<file path="config.mk">
export PLATFORM = sky130hd
export DESIGN_NAME = gpio_ext
export DESIGN_NICKNAME = d
export VERILOG_FILES = /design/src/rtl/gpio_ext_pkg.sv /design/src/rtl/gpio_ext_filter.sv /design/src/rtl/gpio_ext.sv
export SDC_FILE = /design/constraint.sdc
export NUM_CORES = 1
export LEC_CHECK = 0
export ABC_AREA = 1
export CORE_MARGIN = 8
export CORE_UTILIZATION = 40
export CTS_BUF_LIST = sky130_fd_sc_hd__clkbuf_16
export DETAILED_ROUTE_END_ITERATION = 7
export PLACE_DENSITY_LB_ADDON = 0.15
export REMOVE_ABC_BUFFERS = 1
export SLEW_MARGIN = 20
export SYNTH_ARGS = -nofsm -noshare
export SYNTH_HDL_FRONTEND = slang
export SYNTH_SLANG_ARGS = --single-unit
</file>
<file path="constraint.sdc">
create_clock -name clk_i -period 3 [get_ports clk_i]
set_input_delay 0.6 -clock clk_i [delete_from_list [all_inputs] [get_ports clk_i]]
set_output_delay 0.6 -clock clk_i [all_outputs]
set_load 0.03 [all_outputs]
</file>
<file path="src/rtl/gpio_ext_pkg.sv">
// Shared definitions for the gpio_ext core: bus width, register offsets
// and the address decoder that maps a byte address onto a register index.
package gpio_ext_pkg;

    localparam int DATA_W = 32;

    localparam logic [5:0] ADDR_DATA_IN       = 6'h00;
    localparam logic [5:0] ADDR_DATA_OUT      = 6'h04;
    localparam logic [5:0] ADDR_OUT_SET       = 6'h08;
    localparam logic [5:0] ADDR_OUT_CLR       = 6'h0C;
    localparam logic [5:0] ADDR_OUT_TOG       = 6'h10;
    localparam logic [5:0] ADDR_OE            = 6'h14;
    localparam logic [5:0] ADDR_FILTER_EN     = 6'h18;
    localparam logic [5:0] ADDR_FILTER_CYCLES = 6'h1C;
    localparam logic [5:0] ADDR_INTR_STATE    = 6'h20;
    localparam logic [5:0] ADDR_INTR_ENABLE   = 6'h24;
    localparam logic [5:0] ADDR_INTR_TEST     = 6'h28;
    localparam logic [5:0] ADDR_EN_RISE       = 6'h2C;
    localparam logic [5:0] ADDR_EN_FALL       = 6'h30;
    localparam logic [5:0] ADDR_EN_LVLHIGH    = 6'h34;
    localparam logic [5:0] ADDR_EN_LVLLOW     = 6'h38;

    typedef enum logic [3:0] {
        REG_DATA_IN,
        REG_DATA_OUT,
        REG_OUT_SET,
        REG_OUT_CLR,
        REG_OUT_TOG,
        REG_OE,
        REG_FILTER_EN,
        REG_FILTER_CYCLES,
        REG_INTR_STATE,
        REG_INTR_ENABLE,
        REG_INTR_TEST,
        REG_EN_RISE,
        REG_EN_FALL,
        REG_EN_LVLHIGH,
        REG_EN_LVLLOW,
        REG_NONE
    } regIdx_e;

    // Misaligned and unmapped addresses both fall through to REG_NONE.
    function automatic regIdx_e decodeAddr(input logic [5:0] addr);
        case (addr)
            ADDR_DATA_IN:       return REG_DATA_IN;
            ADDR_DATA_OUT:      return REG_DATA_OUT;
            ADDR_OUT_SET:       return REG_OUT_SET;
            ADDR_OUT_CLR:       return REG_OUT_CLR;
            ADDR_OUT_TOG:       return REG_OUT_TOG;
            ADDR_OE:            return REG_OE;
            ADDR_FILTER_EN:     return REG_FILTER_EN;
            ADDR_FILTER_CYCLES: return REG_FILTER_CYCLES;
            ADDR_INTR_STATE:    return REG_INTR_STATE;
            ADDR_INTR_ENABLE:   return REG_INTR_ENABLE;
            ADDR_INTR_TEST:     return REG_INTR_TEST;
            ADDR_EN_RISE:       return REG_EN_RISE;
            ADDR_EN_FALL:       return REG_EN_FALL;
            ADDR_EN_LVLHIGH:    return REG_EN_LVLHIGH;
            ADDR_EN_LVLLOW:     return REG_EN_LVLLOW;
            default:            return REG_NONE;
        endcase
    endfunction

endpackage

</file>
<file path="src/rtl/gpio_ext_filter.sv">
// One pad input: synchroniser chain followed by a debounce counter that only
// lets a new level through after it has been seen for N consecutive cycles.
module gpio_ext_filter
    import gpio_ext_pkg::*;
#(
    parameter int FilterCntW = 4,
    parameter int SyncStages = 2
) (
    input  logic                  clk_i,
    input  logic                  rst_ni,
    input  logic                  en_i,
    input  logic [FilterCntW-1:0] cycles_i,
    input  logic                  clr_i,
    input  logic                  d_i,
    output logic                  q_o
);

    logic [SyncStages-1:0] r_sync;
    logic [FilterCntW-1:0] r_count;
    logic                  r_stable;
    logic                  w_sync;
    logic [FilterCntW:0]   w_len;
    logic [FilterCntW:0]   w_countNext;

    assign w_sync      = r_sync[SyncStages-1];
    assign w_countNext = {1'b0, r_count} + (FilterCntW + 1)'(1);

    // A disabled filter or a programmed length of zero both behave as N = 1.
    always_comb begin
        w_len = {1'b0, cycles_i};
        if (!en_i || cycles_i == '0) begin
            w_len = (FilterCntW + 1)'(1);
        end
    end

    always_ff @(posedge clk_i or negedge rst_ni) begin
        if (!rst_ni) begin
            r_sync   <= '0;
            r_count  <= '0;
            r_stable <= 1'b0;
        end else begin
            r_sync <= {r_sync[SyncStages-2:0], d_i};
            if (clr_i || (w_sync == r_stable)) begin
                r_count <= '0;
            end else if (w_countNext >= w_len) begin
                r_stable <= ~r_stable;
                r_count  <= '0;
            end else begin
                r_count <= w_countNext[FilterCntW-1:0];
            end
        end
    end

    assign q_o = r_stable;

endmodule

</file>
<file path="src/rtl/gpio_ext.sv">
// GPIO core: register file behind a req/rvalid port, set/clear/toggle output
// registers, per-pin debounced inputs and sticky rise/fall/level interrupts.
module gpio_ext
    import gpio_ext_pkg::*;
#(
    parameter int NumPins    = 32,
    parameter int FilterCntW = 4,
    parameter int SyncStages = 2
) (
    input  logic              clk_i,
    input  logic              rst_ni,
    input  logic              reg_req_i,
    input  logic              reg_we_i,
    input  logic [5:0]        reg_addr_i,
    input  logic [DATA_W-1:0] reg_wdata_i,
    output logic              reg_rvalid_o,
    output logic [DATA_W-1:0] reg_rdata_o,
    output logic              reg_err_o,
    input  logic [NumPins-1:0] cio_gpio_i,
    output logic [NumPins-1:0] cio_gpio_o,
    output logic [NumPins-1:0] cio_gpio_en_o,
    output logic [NumPins-1:0] intr_o,
    output logic              intr_any_o
);

    logic [NumPins-1:0]    r_dataOut, r_oe, r_filterEn, r_intrState, r_intrEnable;
    logic [NumPins-1:0]    r_enRise, r_enFall, r_enHigh, r_enLow, r_prev;
    logic [FilterCntW-1:0] r_filterCycles;
    logic                  r_rvalid, r_err;
    logic [DATA_W-1:0]     r_rdata;

    regIdx_e               w_idx;
    logic                  w_err, w_wr, w_filterClr;
    logic [NumPins-1:0]    w_wdata, w_stable, w_event, w_w1c, w_test, w_intrNext;
    logic [DATA_W-1:0]     w_rdataFull;

    assign w_idx       = decodeAddr(reg_addr_i);
    assign w_err       = reg_req_i && ((w_idx == REG_NONE) || (reg_we_i && (w_idx == REG_DATA_IN)));
    assign w_wr        = reg_req_i && reg_we_i && !w_err;
    assign w_wdata     = reg_wdata_i[NumPins-1:0];
    assign w_filterClr = w_wr && ((w_idx == REG_FILTER_EN) || (w_idx == REG_FILTER_CYCLES));

    for (genvar i = 0; i < NumPins; i++) begin : g_pin
        gpio_ext_filter #(
            .FilterCntW (FilterCntW),
            .SyncStages (SyncStages)
        ) u_filter (
            .clk_i    (clk_i),
            .rst_ni   (rst_ni),
            .en_i     (r_filterEn[i]),
            .cycles_i (r_filterCycles),
            .clr_i    (w_filterClr),
            .d_i      (cio_gpio_i[i]),
            .q_o      (w_stable[i])
        );
    end

    assign w_event = (~r_prev & w_stable & r_enRise) | (r_prev & ~w_stable & r_enFall)
                   | (w_stable & r_enHigh) | (~w_stable & r_enLow);
    assign w_w1c   = (w_wr && (w_idx == REG_INTR_STATE)) ? w_wdata : '0;
    assign w_test  = (w_wr && (w_idx == REG_INTR_TEST))  ? w_wdata : '0;
    // Clear is applied first so a same-cycle event or test bit wins.
    assign w_intrNext = (r_intrState & ~w_w1c) | w_event | w_test;

    always_comb begin
        w_rdataFull = '0;
        case (w_idx)
            REG_DATA_IN:       w_rdataFull[NumPins-1:0]    = w_stable;
            REG_DATA_OUT:      w_rdataFull[NumPins-1:0]    = r_dataOut;
            REG_OE:            w_rdataFull[NumPins-1:0]    = r_oe;
            REG_FILTER_EN:     w_rdataFull[NumPins-1:0]    = r_filterEn;
            REG_FILTER_CYCLES: w_rdataFull[FilterCntW-1:0] = r_filterCycles;
            REG_INTR_STATE:    w_rdataFull[NumPins-1:0]    = r_intrState;
            REG_INTR_ENABLE:   w_rdataFull[NumPins-1:0]    = r_intrEnable;
            REG_EN_RISE:       w_rdataFull[NumPins-1:0]    = r_enRise;
            REG_EN_FALL:       w_rdataFull[NumPins-1:0]    = r_enFall;
            REG_EN_LVLHIGH:    w_rdataFull[NumPins-1:0]    = r_enHigh;
            REG_EN_LVLLOW:     w_rdataFull[NumPins-1:0]    = r_enLow;
            default:           w_rdataFull = '0;
        endcase
    end

    always_ff @(posedge clk_i or negedge rst_ni) begin
        if (!rst_ni) begin
            r_dataOut      <= '0;
            r_oe           <= '0;
            r_filterEn     <= '0;
            r_filterCycles <= '0;
            r_intrState    <= '0;
            r_intrEnable   <= '0;
            r_enRise       <= '0;
            r_enFall       <= '0;
            r_enHigh       <= '0;
            r_enLow        <= '0;
            r_prev         <= '0;
            r_rvalid       <= 1'b0;
            r_rdata        <= '0;
            r_err          <= 1'b0;
        end else begin
            r_prev      <= w_stable;
            r_intrState <= w_intrNext;
            r_rvalid    <= reg_req_i;
            r_err       <= w_err;
            r_rdata     <= (reg_req_i && !reg_we_i && !w_err) ? w_rdataFull : '0;
            if (w_wr) begin
                case (w_idx)
                    REG_DATA_OUT:      r_dataOut      <= w_wdata;
                    REG_OUT_SET:       r_dataOut      <= r_dataOut | w_wdata;
                    REG_OUT_CLR:       r_dataOut      <= r_dataOut & ~w_wdata;
                    REG_OUT_TOG:       r_dataOut      <= r_dataOut ^ w_wdata;
                    REG_OE:            r_oe           <= w_wdata;
                    REG_FILTER_EN:     r_filterEn     <= w_wdata;
                    REG_FILTER_CYCLES: r_filterCycles <= reg_wdata_i[FilterCntW-1:0];
                    REG_INTR_ENABLE:   r_intrEnable   <= w_wdata;
                    REG_EN_RISE:       r_enRise       <= w_wdata;
                    REG_EN_FALL:       r_enFall       <= w_wdata;
                    REG_EN_LVLHIGH:    r_enHigh       <= w_wdata;
                    REG_EN_LVLLOW:     r_enLow        <= w_wdata;
                    default: ;
                endcase
            end
        end
    end

    assign reg_rvalid_o  = r_rvalid;
    assign reg_rdata_o   = r_rdata;
    assign reg_err_o     = r_err;
    assign cio_gpio_o    = r_dataOut;
    assign cio_gpio_en_o = r_oe;
    assign intr_o        = r_intrState & r_intrEnable;
    assign intr_any_o    = |intr_o;

endmodule
</file>
Yosys cells after proc, flatten, opt, wreduce, memory -nomap -nowiden:

Memory sizes are Yosys's and may differ from the RTL's.
Cells that the tools add are included.

* register bits after elaboration: 582
* memory bits (read-only): 256
* input port bits: 74
* output and inout bits: 131
* word-level logic and storage cells: 562
* memories kept: 1

Memories
* (name not given): words 64, bits a word 4, rd ports 1, clocked after memory_dff 0, write ports 0, line gpio_ext_pkg.sv:44 `case (addr)`

* add/sub/neg operators: 32
* order comparisons: 32
* eq/ne operators: 47
* mux-type cells: 102
* bitwise logic cells: 84
* reduce and logical (&&, ||, !) cells: 154

Operators by type and width (count)
* $mux W4: 96
* $and A32 B32 Y32: 9
* $pmux W28 S10: 1
* $or A32 B32 Y32: 6
* $add A4 B1 Y5 const B: 32
* $ge A5 B5 Y1: 32
* $not A32 Y32: 4
* $pmux W32 S4: 1
* $mux W32: 3
* $reduce_and A2 Y1: 41
* $logic_or A1 B1 Y1: 66
* $not A1 Y1: 64
* $pmux W4 S11: 1
* $logic_not A1 Y1: 34
* $eq A1 B1 Y1: 32
* $eq A4 B4 Y1 const B: 8
* $reduce_or A32 Y1: 1
* $xor A32 B32 Y32: 1
* $eq A4 B3 Y1 const B: 4
* $logic_and A1 B1 Y1: 9
* $eq A4 B2 Y1 const B: 2
* $logic_not A4 Y1: 2
* $eq A4 B1 Y1 const B: 1
* $reduce_bool A4 Y1: 1

Longest topological paths before layout:

An unclocked memory read counts as a cell.

* word-level depth: 13
* gate-level depth with buffers: 14
* mapped depth without buffers: 12

Cells and area by module:

Synthesis repeated with hierarchy kept, for this count alone.

* cells, all modules: 4153
* area total of the unflattened synthesis: 32238.4 um2

By module, submodules not included
* gpio_ext: instances 1, cells each 2553, area each 18985.7 um2, sequential area each 8958.6 um2
* gpio_ext_filter: instances 32, cells each 50, area each 414.1 um2, sequential area each 175.2 um2

Worst setup path after synthesis:

No wires, ideal clock.

* path kind: register to register
* start: register r_filterCycles[1]
* end: register g_pin[27].u_filter.r_stable
* library setup time: 0.113 ns
* arrival: 2.343 ns
* required time: 2.887 ns
* path slack: 0.544 ns
* cell stages (with the launch flop): 15
* buffers on the path: 2
* clock period less this slack: 2.456 ns
* cell sequence: dfrtp_1 > clkbuf_1 > nor4_1 > clkinv_1 > clkbuf_1 > nand3_1 > ha_1 > nand2_1 > inv_1 > nand4_1 > nand4_1 > nand2_1 > nand2_1 > nand2_1 > inv_1

* longest elaborated chain between the ends: 5

Ends and longest elaborated chain
* start: declaration: line gpio_ext.sv:28 `logic [FilterCntW-1:0] r_filterCycles;`
* start signal: assignment: line gpio_ext.sv:113 `REG_FILTER_CYCLES: r_filterCycles <= reg_wdata_i[FilterCntW-1:0];`
* $logic_not A4 Y1: line gpio_ext_filter.sv:31 `if (!en_i || cycles_i == '0) begin`
* $logic_or A1 B1 Y1: line gpio_ext_filter.sv:31
* $mux W4 *: line gpio_ext_filter.sv:31
* $ge A5 B5 Y1 *: line gpio_ext_filter.sv:45 `end else if (w_countNext >= w_len) begin`
* $reduce_and A2 Y1 (no line) *
* end signal: assignment: line gpio_ext_filter.sv:46 `r_stable <= ~r_stable;`
* end: declaration: line gpio_ext_filter.sv:20 `logic r_stable;`

Mark *: on every way between the ends. The rest lies on a longest branch, timed or not.
A chain may end at the register's enable or synchronous reset.

Worst setup path in the final report:

* start: register r_intrState[27]
* end: output intr_any_o

* longest elaborated chain between the ends: 2

Ends and longest elaborated chain
* start: declaration: line gpio_ext.sv:26 `logic [NumPins-1:0] r_dataOut, r_oe, r_filterEn, r_intrState, r_intrEnable;`
* start signal: assignment: line gpio_ext.sv:101 `r_intrState <= w_intrNext;`
* $and A32 B32 Y32: line gpio_ext.sv:130 `assign intr_o = r_intrState & r_intrEnable;`
* $reduce_or A32 Y1: line gpio_ext.sv:131 `assign intr_any_o = |intr_o;`
* end: declaration: line gpio_ext.sv:23 `output logic intr_any_o`

No other way between the ends.

==> summary.txt <==
Outcome
  • Outcome: completed

Clocking
  • Total CTS buffers: between 70 and 80
  • CTS root buffer: clkbuf_16
  • TritonCTS clock tree: yes
  • Clk buf depth: 3
  • Clk sinks: 582
  • Clock transition at the registers of the reported paths: 0.06 ns
  • H-tree Lvls: 3
  • Clock Latency Late Sink: between 0.6 and 0.7 ns
  • Post-CTS setup buffers: 0

STA
  • Max frequency: around 340 MHz
  • Clk_skew: between 0.02 and 0.025 ns
  • Fin. Hold Viols: 0
  • Final setup vio count: 0
  • Worst rel slew slack: 0.4361
  • RSZ-0062 raised after global routing: false
  • Final clock period utilization by the worst path: 0.9742
  • Post-layout min period: ~3 ns
  • Worst Max-Slew Pin Slew: about 0.85 ns
  • Max-slew violation count: 0

GRT
  • Initial antenna violation count: 2
  • GR Util All Layers: 0.2285
  • Largest net degree at the start of global routing: 100
  • First-pass GRT wire length: roughly 160000 µm
  • Vias in the first global route: 27130
  • GRT overflow: 0

Worst setup path
  • CP required: around 2.4 ns
  • CP startpoint kind: flop
  • Data arrival time of the critical path: around 2.3 ns
  • Crit path max fanout: 3
  • Worst Setup End Kind: output pin
  • Critical path class: reg -> out
  • R2R setup slack: ~0.46 ns

Die
  • Die area: approximately 90000 µm²
  • Floorplan die width: 299.7 µm
  • Core area: 80160 µm²
  • Die Y: approximately 300 µm
  • IO Pins: 205
  • Initial core utilization: 0.4018
  • Row count: around 100

Place
  • Cell area after placement: between 30000 and 40000 µm²
  • Number of port buffers: 204
  • DP HPWL: 69820 µm
  • Routability cong.: roughly 0.83

Drt
  • TritonRoute pass-1 iters: 6
  • DR WL/cell: about 19 µm
  • Drt drc: 0
  • Final wirelength: slightly above 100000 µm
  • DRT antenna net count: 0
  • 1st-iter DRT viols: approximately 2000
  • Via/cell ratio: 5.086
  • DR vias: around 28000

Cells and area
  • Most common cell after layout, fill and taps aside: nand2_1
  • Most frequent cells in the layout: nand2_1 (1069), dfrtp_1 (579), inv_1 (545), nand3_1 (423), nor2_1 (316)
  • Sequential cell area: approximately 15000 µm²
  • Final nets: ~4700
  • Area Overhead vs Synth: 20.54%
  • Final core area utilization: 0.4843
  • FILL cells: 7871
  • Multi-input logic area: 15000 µm²
  • Finished Cell Area: between 30000 and 40000 µm²
  • Layout cells sized above 1: 0.05933

Yosys
  • Syn Inst Count: between 4000 and 5000
  • Mapped Area: 32200 µm²
  • Sequential share of the synthesized area: 0.4522
  • EDFF count, synth: 0
  • Yosys top cell area share: 0.4522
  • #FFs+latches synth: approximately 580
  • Yosys warns: 0
  • Post-synth top flop: dfrtp_1
  • Top cell type by total area after synthesis: dfrtp_1
  • Post-synth ARST share: 1.000
  • Synth Area per Inst: ~7.8 µm²
  • Synth top area cells: dfrtp_1 (45%), nand2_1 (13%), ha_1 (8.7%), nand3_1 (6.6%), inv_1 (6.2%)
  • Cell variety after synth: 26

Flow run
  • Max-cap violations: 0

Power and ir drop
  • Leak: between 15 and 20 nW
  • Peak VDD IR: roughly 0.4 mV
  • PD cells: around 590 nW/µm²

Worst hold path
  • Min-Delay Path Class: reg -> reg
sequential cells by signal, summed over array words and instances, names as in the netlist, 4 cells and up:
| name | count |
|---|---|
| g_pin.u_filter.q_o | 32 |
| r_intrState | 32 |
| r_filterCycles | 4 |
| g_pin.u_filter.r_count | 128 |
| r_enLow | 32 |
| r_intrEnable | 32 |
| r_enRise | 32 |
| r_filterEn | 32 |
| r_enHigh | 32 |
| g_pin.u_filter.r_sync | 64 |
| r_enFall | 32 |
| r_prev | 32 |
| reg_rdata_o | 32 |
| cio_gpio_en_o | 32 |
| cio_gpio_o | 32 |
metal layers:
metal | part of all wire | GRT usage
met1 | 0.45 | 0.3113
met2 | 0.46 | 0.3681
met3 | 0.067 | 0.04056
met4 | 0.029 | 0.07415
met5 | 0 | 0
final timing paths:
kind	depth (start not counted)	end	start
min reg2reg	0	g_pin[5].u_filter.r_sync[1]	g_pin[5].u_filter.r_sync[0]
max reg2reg	13	g_pin[27].u_filter.q_o	r_filterCycles[0]
min in group asynchronous	2	g_pin[14].u_filter.r_sync[0]	rst_ni
max	5	intr_any_o	r_intrState[27]
max in group asynchronous	4	r_prev[19]	rst_ni
min	0	g_pin[5].u_filter.r_sync[1]	g_pin[5].u_filter.r_sync[0]
synth_stat cells, types with 7 or more instances:
master / n
xor2_1: 96
buf_1: 15
dfrtp_1: 582
a21oi_1: 111
nand4_1: 110
nor2_1: 323
inv_1: 532
ha_1: 224
nand3_1: 423
clkbuf_1: 84
nor3_1: 97
nor2_4: 7
o21a_1: 84
buf_2: 56
o21ai_0: 222
nand3b_1: 32
nand2_1: 1073
clkinv_1: 24
stage by stage:
step	setup WS (ns)	setup TNS, ns	hold slack (ns)	cells	total power, W
global placement	0.04723	0	0.3317	5346	0.01437
CTS	0.02055	0	0.3452	5476	0.02301
global route	0.01084	0	0.3534	5478	0.02417
floorplan	-2.851	-780.37	0.3044	3956	0.01253
finish	0.07736	0	0.3426	5478	0.02280
detailed placement	0.07783	0	0.3347	5346	0.01444
logic make-up after synthesis:
group,count (synthesis),share of synthesized area
AO/OA/AOI/OAI,424,0.07277
XOR/XNOR,96,0.02611
adder cells (fa/ha/maj),224,0.08703
buffers and inverters,714,0.08540
flip-flops,582,0.4522
AND/OR/NAND/NOR,2071,0.2764
worst max-delay path, cell delays in order (launching register included):
cell and delay (ns):
dfrtp_1 0.39, nand2_1 0.28, nand4_1 0.31, nor4_1 0.36, nand2_1 0.17, buf_4 0.20
final cells by class:
type | instances | area share
Multi-Input combinational cell | 2815 | 0.3865
Sequential cell | 582 | 0.3753
Clock buffer | 77 | 0.04964
Timing Repair Buffer | 331 | 0.09148
Inverter | 559 | 0.05405
Tap cell | 1060 | 0.03417
Antenna cell | 2 | 0.0001289
Clock inverter | 52 | 0.008735
repair_timing:
| action | 4_1_cts | 5_1_grt |
|---|---|---|
| hold buffers | 1 | 0 |
| resized for setup | 2 | 0 |
| endpoints found under the setup margin | 1 | 0 |
| endpoints found under the hold margin | 38 | 0 |
where the power goes:
part           leakage (nW)  switching (W)  internal (W)
logic                  11.4        0.00300       0.00175
clock network          1.17        0.00352       0.00495
registers              7.25       0.000846       0.00873
Note: power is estimated with default switching activity, not from simulation.
